$ cat config.mk
export PLATFORM = sky130hd
export DESIGN_NAME = multiplicador_booth_seq
export DESIGN_NICKNAME = d
export VERILOG_FILES = /design/src/rtl/multiplicador_booth_seq.sv
export SDC_FILE = /design/constraint.sdc
export NUM_CORES = 1
export LEC_CHECK = 0
export ABC_AREA = 1
export CAP_MARGIN = 0
export CORE_MARGIN = 1.5
export CORE_UTILIZATION = 25
export CTS_BUF_LIST = sky130_fd_sc_hd__clkbuf_4
export DETAILED_ROUTE_END_ITERATION = 10
export GPL_TIMING_DRIVEN = 0
export MAX_ROUTING_LAYER = met4
export RECOVER_POWER = 100
export SETUP_SLACK_MARGIN = 0.1
export SLEW_MARGIN = 20
export SYNTH_ARGS = -nofsm -noshare
export SYNTH_HDL_FRONTEND = slang
export SYNTH_SLANG_ARGS = --single-unit
$ cat constraint.sdc
create_clock -name clk -period 4.9 [get_ports clk]
set_input_delay 0.49 -clock clk [delete_from_list [all_inputs] [get_ports clk]]
set_output_delay 0.49 -clock clk [all_outputs]
set_load 0.005 [all_outputs]
$ cat src/rtl/multiplicador_booth_seq.sv
// Self-sequenced radix-2 Booth multiplier with start/ready/valid handshake.
// An internal FSM and iteration counter drive the add/sub/shift datapath;
// the product is registered on the final step and held until the next result.
// Optional build macro: MULT_UNSIGNED_MODE_EN adds a sign_mode input
// (1 = signed, 0 = unsigned operands, one extra iteration).
module multiplicador_booth_seq #(
  parameter int unsigned N = 8
) (
  input  logic             clk,
  input  logic             rst,
  input  logic             start,
`ifdef MULT_UNSIGNED_MODE_EN
  input  logic             sign_mode,
`endif
  input  logic [N-1:0]     A,
  input  logic [N-1:0]     B,
  output logic             ready,
  output logic             valid,
  output logic [2*N-1:0]   Y,
  output logic [1:0]       Q_LSB
);

  localparam int unsigned YW = 2 * N;
  localparam int unsigned HW = N + 1;
`ifdef MULT_UNSIGNED_MODE_EN
  localparam int unsigned CW = $clog2(N + 2);
`else
  localparam int unsigned CW = $clog2(N + 1);
`endif

  typedef enum logic [1:0] {
    S_IDLE = 2'd0,
    S_CALC = 2'd1,
    S_DONE = 2'd2
  } state_t;

  state_t          state_q;
  logic [HW-1:0]   m_q;
  logic [HW-1:0]   hq_q;
  logic [N-1:0]    lq_q;
  logic            q1_q;
  logic [CW-1:0]   count_q;

  logic [1:0]      pair_c;
  logic [HW-1:0]   hq_sum_c;
  logic [HW-1:0]   hq_nxt_c;
  logic [N-1:0]    lq_nxt_c;
  logic            q1_nxt_c;
  logic [YW-1:0]   y_nxt_c;
  logic            last_step_c;
  logic            force_zero_c;
  logic [HW-1:0]   m_load_c;
  logic [CW-1:0]   count_load_c;

`ifdef MULT_UNSIGNED_MODE_EN
  logic            unsigned_q;
`endif

  assign last_step_c = (count_q == CW'(1));

  // Handshake and debug outputs decoded straight from registers.
  assign ready = (state_q != S_CALC);
  assign Q_LSB = {lq_q[0], q1_q};

`ifdef MULT_UNSIGNED_MODE_EN
  // The extra unsigned step sees the zero-extension bit of B, not the shifted-in HQ bit.
  assign force_zero_c = unsigned_q && last_step_c;
`else
  assign force_zero_c = 1'b0;
`endif

  // Operand and iteration-count values captured on an accepted start.
  always_comb begin
    m_load_c     = {A[N-1], A};
    count_load_c = CW'(N);
`ifdef MULT_UNSIGNED_MODE_EN
    if (!sign_mode) begin
      m_load_c     = {1'b0, A};
      count_load_c = CW'(N + 1);
    end
`endif
  end

  // One Booth step: conditional add/sub of M then arithmetic right shift of {HQ,LQ,Q_1}.
  always_comb begin
    pair_c   = {lq_q[0] & ~force_zero_c, q1_q};
    hq_sum_c = hq_q;
    case (pair_c)
      2'b01:   hq_sum_c = hq_q + m_q;
      2'b10:   hq_sum_c = hq_q - m_q;
      default: hq_sum_c = hq_q;
    endcase
    hq_nxt_c = {hq_sum_c[HW-1], hq_sum_c[HW-1:1]};
    lq_nxt_c = {hq_sum_c[0], lq_q[N-1:1]};
    q1_nxt_c = lq_q[0];
  end

  // Product alignment after the final step; the unsigned run shifts once more.
  always_comb begin
    y_nxt_c = {hq_nxt_c[N-1:0], lq_nxt_c};
`ifdef MULT_UNSIGNED_MODE_EN
    if (unsigned_q) begin
      y_nxt_c = {hq_nxt_c[N-2:0], lq_nxt_c, q1_nxt_c};
    end
`endif
  end

  // Control FSM, datapath registers and registered result.
  always_ff @(posedge clk or negedge rst) begin
    if (!rst) begin
      state_q    <= S_IDLE;
      m_q        <= '0;
      hq_q       <= '0;
      lq_q       <= '0;
      q1_q       <= 1'b0;
      count_q    <= '0;
      valid      <= 1'b0;
      Y          <= '0;
`ifdef MULT_UNSIGNED_MODE_EN
      unsigned_q <= 1'b0;
`endif
    end else begin
      valid <= 1'b0;
      case (state_q)
        S_IDLE, S_DONE: begin
          if (start) begin
            m_q        <= m_load_c;
            hq_q       <= '0;
            lq_q       <= B;
            q1_q       <= 1'b0;
            count_q    <= count_load_c;
`ifdef MULT_UNSIGNED_MODE_EN
            unsigned_q <= ~sign_mode;
`endif
            state_q    <= S_CALC;
          end else begin
            state_q    <= S_IDLE;
          end
        end
        S_CALC: begin
          hq_q    <= hq_nxt_c;
          lq_q    <= lq_nxt_c;
          q1_q    <= q1_nxt_c;
          count_q <= count_q - CW'(1);
          if (last_step_c) begin
            state_q <= S_DONE;
            valid   <= 1'b1;
            Y       <= y_nxt_c;
          end
        end
        default: state_q <= S_IDLE;
      endcase
    end
  end

endmodule

==> impl_metrics.yaml <==
detailed_routing:
  viasPerCell: 4.146
  routed.top_layer: "met4"
  routedWlPerCell_um: 11.28
  drt_wl_total_um: 5717
  routed-via-count: 2102
  drc: 0
  met3WireLength_um: 260
  drtAntennaViolNets: 0
  initialDrtViolationCount: 120
  drt_pre_antenna_iters: 4
  dr_wl_met2_um: 2567
  wl_met1_um: 2812
timing:
  setup_viol: 0
  finalCritPeriodShare_pct: 67.02
  max_freq_mhz: 304.5
  period_needed_ns: 3.284
  fin_tns_setup_ns: 0
  clock_skew_ns: 0.01243
  worst-slew-pin-transition_ns: 1.714
  drv_slew: 33
  slew_headroom_pct: -14.28
  hold_viol_final: 0
  rsz0062_at_grt: "false"
layout:
  drive_gt1_share_pct: 5.391
  seq_area_um2: 1201
  area_growth_pct: 19.21
  antennaDiodeCount: 0
  nets: 403
  fill_cells: 1096
  multiInputGateArea_um2: 1146
min_path:
  hold_path.class: "in -> async"
clocking:
  post_cts_buffers: 0
  clock_latency_ns: 0.36
  cts_resized: 0
  cts_hold_buf: 0
  clockBufferDepth: 2
  clkSlewWorstSetupHoldPaths_ns: 0.14
  cts_inserted_buffers: 5
  cts_tree: "done"
  cts_root_buf: "clkbuf_4"
  cts.sinks: 48
  htreeDepth: 2
status:
  violations: "max-capacitance violations, max-slew violations"
  status: "complete, but fails checks"
die:
  start_util_pct: 25.80
  die_width_um: 106.2
  ios: 39
  die_area_um2: 11280
  coreArea_um2: 10320
  die_h_um: 106.2
  num_rows: 37
grt:
  grt_overflow_total: 0
  grt_pass1_vias: 2135
  antenna_found_initial: 0
  grt_pass1_wl_um: 9942
  grt_max_degree: 33
  track_usage_pct: 11.50
power:
  powerDensity_nw_per_um2: 784.8
  power.share.clock_pct: 7.1
  combPwrFrac_pct: 64.7
  swShare_pct: 47.76
  p_leak_nw: 1.580
  switchingPower_mw: 1.190
  p_int_mw: 1.302
  total_power_mw: 2.492
  p_seq_share_pct: 28.2
  irDropWorstVdd_v: 0.0001973
synth:
  synth.largest_area_cell: "dfrtp_1"
  synth_mux_area_share_pct: 0
  synthTopCellsByArea: "dfrtp_1, nand2_1, inv_1"
  synthXorXnorAreaFrac_pct: 2.630
  syn_nets: 357
  yosysWarnings: 0
  synth_area_um2: 2664
  synth-seq-area-share_pct: 45.09
  async_flop_share_pct: 100.0
  synthSimpleGateAreaFrac_pct: 24.19
  synth-edff-count: 0
  synth_top_family_by_area: "simple AND/OR/NAND/NOR gates"
  synth_flop_cell: "dfrtp_1"
  synth_area_per_cell_um2: 8.196
  ys_ff_latch: 48
  synth_compound_area_share_pct: 12.21
  syn_inst: 325
  yosys.area.top_type_share_pct: 45.09
  synth_fa_ha_area_share_pct: 6.388
  yosysUniqueCellTypes: 34
placement:
  gp_congestion: 0.8360
  numPortBuffers: 38
  dp_hpwl_um: 4479
worst_setup_path:
  crit_arrival_ns: 3.54
  reg2reg_slack_ns: 1.62
  path_class: "reg -> reg"
  required_ns: 5.16
  worst_setup_path_end_kind: "register"
  start_kind: "register"
  critPathMaxFanout: 10
flow_run:
  maxCapViolations: 1
-- worst max-delay path, cell delays in order (launching register included) --
cell and delay [ns]:
dfrtp_1 0.38, nor2_1 0.60, clkinvlp_2 0.46, nor2_1 0.68
clkinvlp_2 0.50, clkbuf_1 0.35, nand2_1 0.12, o21ai_0 0.08
-- kinds of logic (layout without fill, tap and decap cells) --
family	count (synthesis)	count (layout)
compound gates	51	51
flops	48	48
buf+inv	58	104
xor+xnor	8	8
fa+ha+maj	13	13
simple gates	147	147
-- layer usage --
layer / vias up / track usage [%]
met5: - / -
met4: 0 / 3.571
met3: 5 / 3.311
met2: 35 / 17.14
met1: 934 / 15.08
li1: 1128 / -
-- final timing paths --
path / startpoint / endpoint / depth (start not counted)
max: state_q[1]$_DFFE_PN0P_ / Y[9]$_DFFE_PN0P_ / 7
min: rst / q1_q$_DFFE_PN0P_ / 1
max reg2reg: state_q[1]$_DFFE_PN0P_ / Y[9]$_DFFE_PN0P_ / 7
min reg2reg: Y[7]$_DFFE_PN0P_ / Y[7]$_DFFE_PN0P_ / 2
max in group asynchronous: rst / hq_q[6]$_DFFE_PN0P_ / 2
min in group clk: Y[7]$_DFFE_PN0P_ / Y[7]$_DFFE_PN0P_ / 2
-- metrics by stage --
step                instances  hold WS, ns  util (%)  instance area (µm²)  setup slack, ns
finish                    507       0.1916     30.76                 3176            1.616
global route              507       0.2424     30.76                 3176            1.157
CTS                       507      0.01668     31.77                 3279            2.230
detailed placement        500       0.4407     31.28                 3229            2.271
global placement          499       0.4637     31.14                 3214            2.002
floorplan                 325       0.1944         -                 2664            2.628
-- sequential cells by signal, indices dropped and copies added, names as in the netlist --
| register | cells |
|---|---|
| valid | 1 |
| q1_q | 1 |
| state_q | 2 |
| m_q | 8 |
| hq_q | 8 |
| lq_q | 8 |
| Y | 16 |
| count_q | 4 |
-- synth_stat cells, types with 2 or more instances --
library cell  count
nand4_1           4
o221ai_1          7
xor2_1            5
buf_6             2
inv_2             2
buf_4             2
ha_1             12
nor2_1           11
dfrtp_1          48
nor2_2            2
inv_1            43
o22ai_1           3
o21ai_1           4
buf_2             5
nand2_1         105
nand3_1          11
nor2_8            2
o21ai_0          19
xnor2_1           3
o21ai_2           8
a21oi_1           6
inv_4             2
nand3b_1          2
or2_1             2
nand2_2           6
-- placed cells by master, fill, tap and decap left out, drive strengths merged, types with 2 or more instances in the layout --
| master | instances |
|---|---|
| nand2 | 111 |
| o221ai | 7 |
| nor2 | 15 |
| clkdlybuf4s50 | 17 |
| xnor2 | 3 |
| clkinv | 3 |
| nand4 | 4 |
| o22ai | 3 |
| or2 | 2 |
| buf | 4 |
| dfrtp | 48 |
| dlygate4sd3 | 20 |
| nand3b | 2 |
| xor2 | 5 |
| nand3 | 11 |
| ha | 12 |
| inv | 45 |
| clkinvlp | 2 |
| a21oi | 6 |
| o21ai | 31 |
| clkbuf | 13 |
-- power groups by stage --
stage,sequential (mW),combinational (mW),clock (mW)
6_report,0.702,1.61,0.177
5_1_grt,0.729,1.87,0.204
4_1_cts,0.711,1.72,0.186
3_5_place_dp,0.718,1.72,0
3_3_place_gp,0.715,1.68,0
2_1_floorplan,0.700,1.25,0
-- final cells by class --
class,count,share of cell area [%]
flip-flops and latches,48,37.82
well taps,136,5.359
inverters,48,5.753
repair buffers,39,11.90
plain buffers,10,1.497
clock buffers,5,1.182
clock inverters,2,0.3940
multi-input cells,219,36.09
Note: power is estimated with default switching activity, not from simulation.
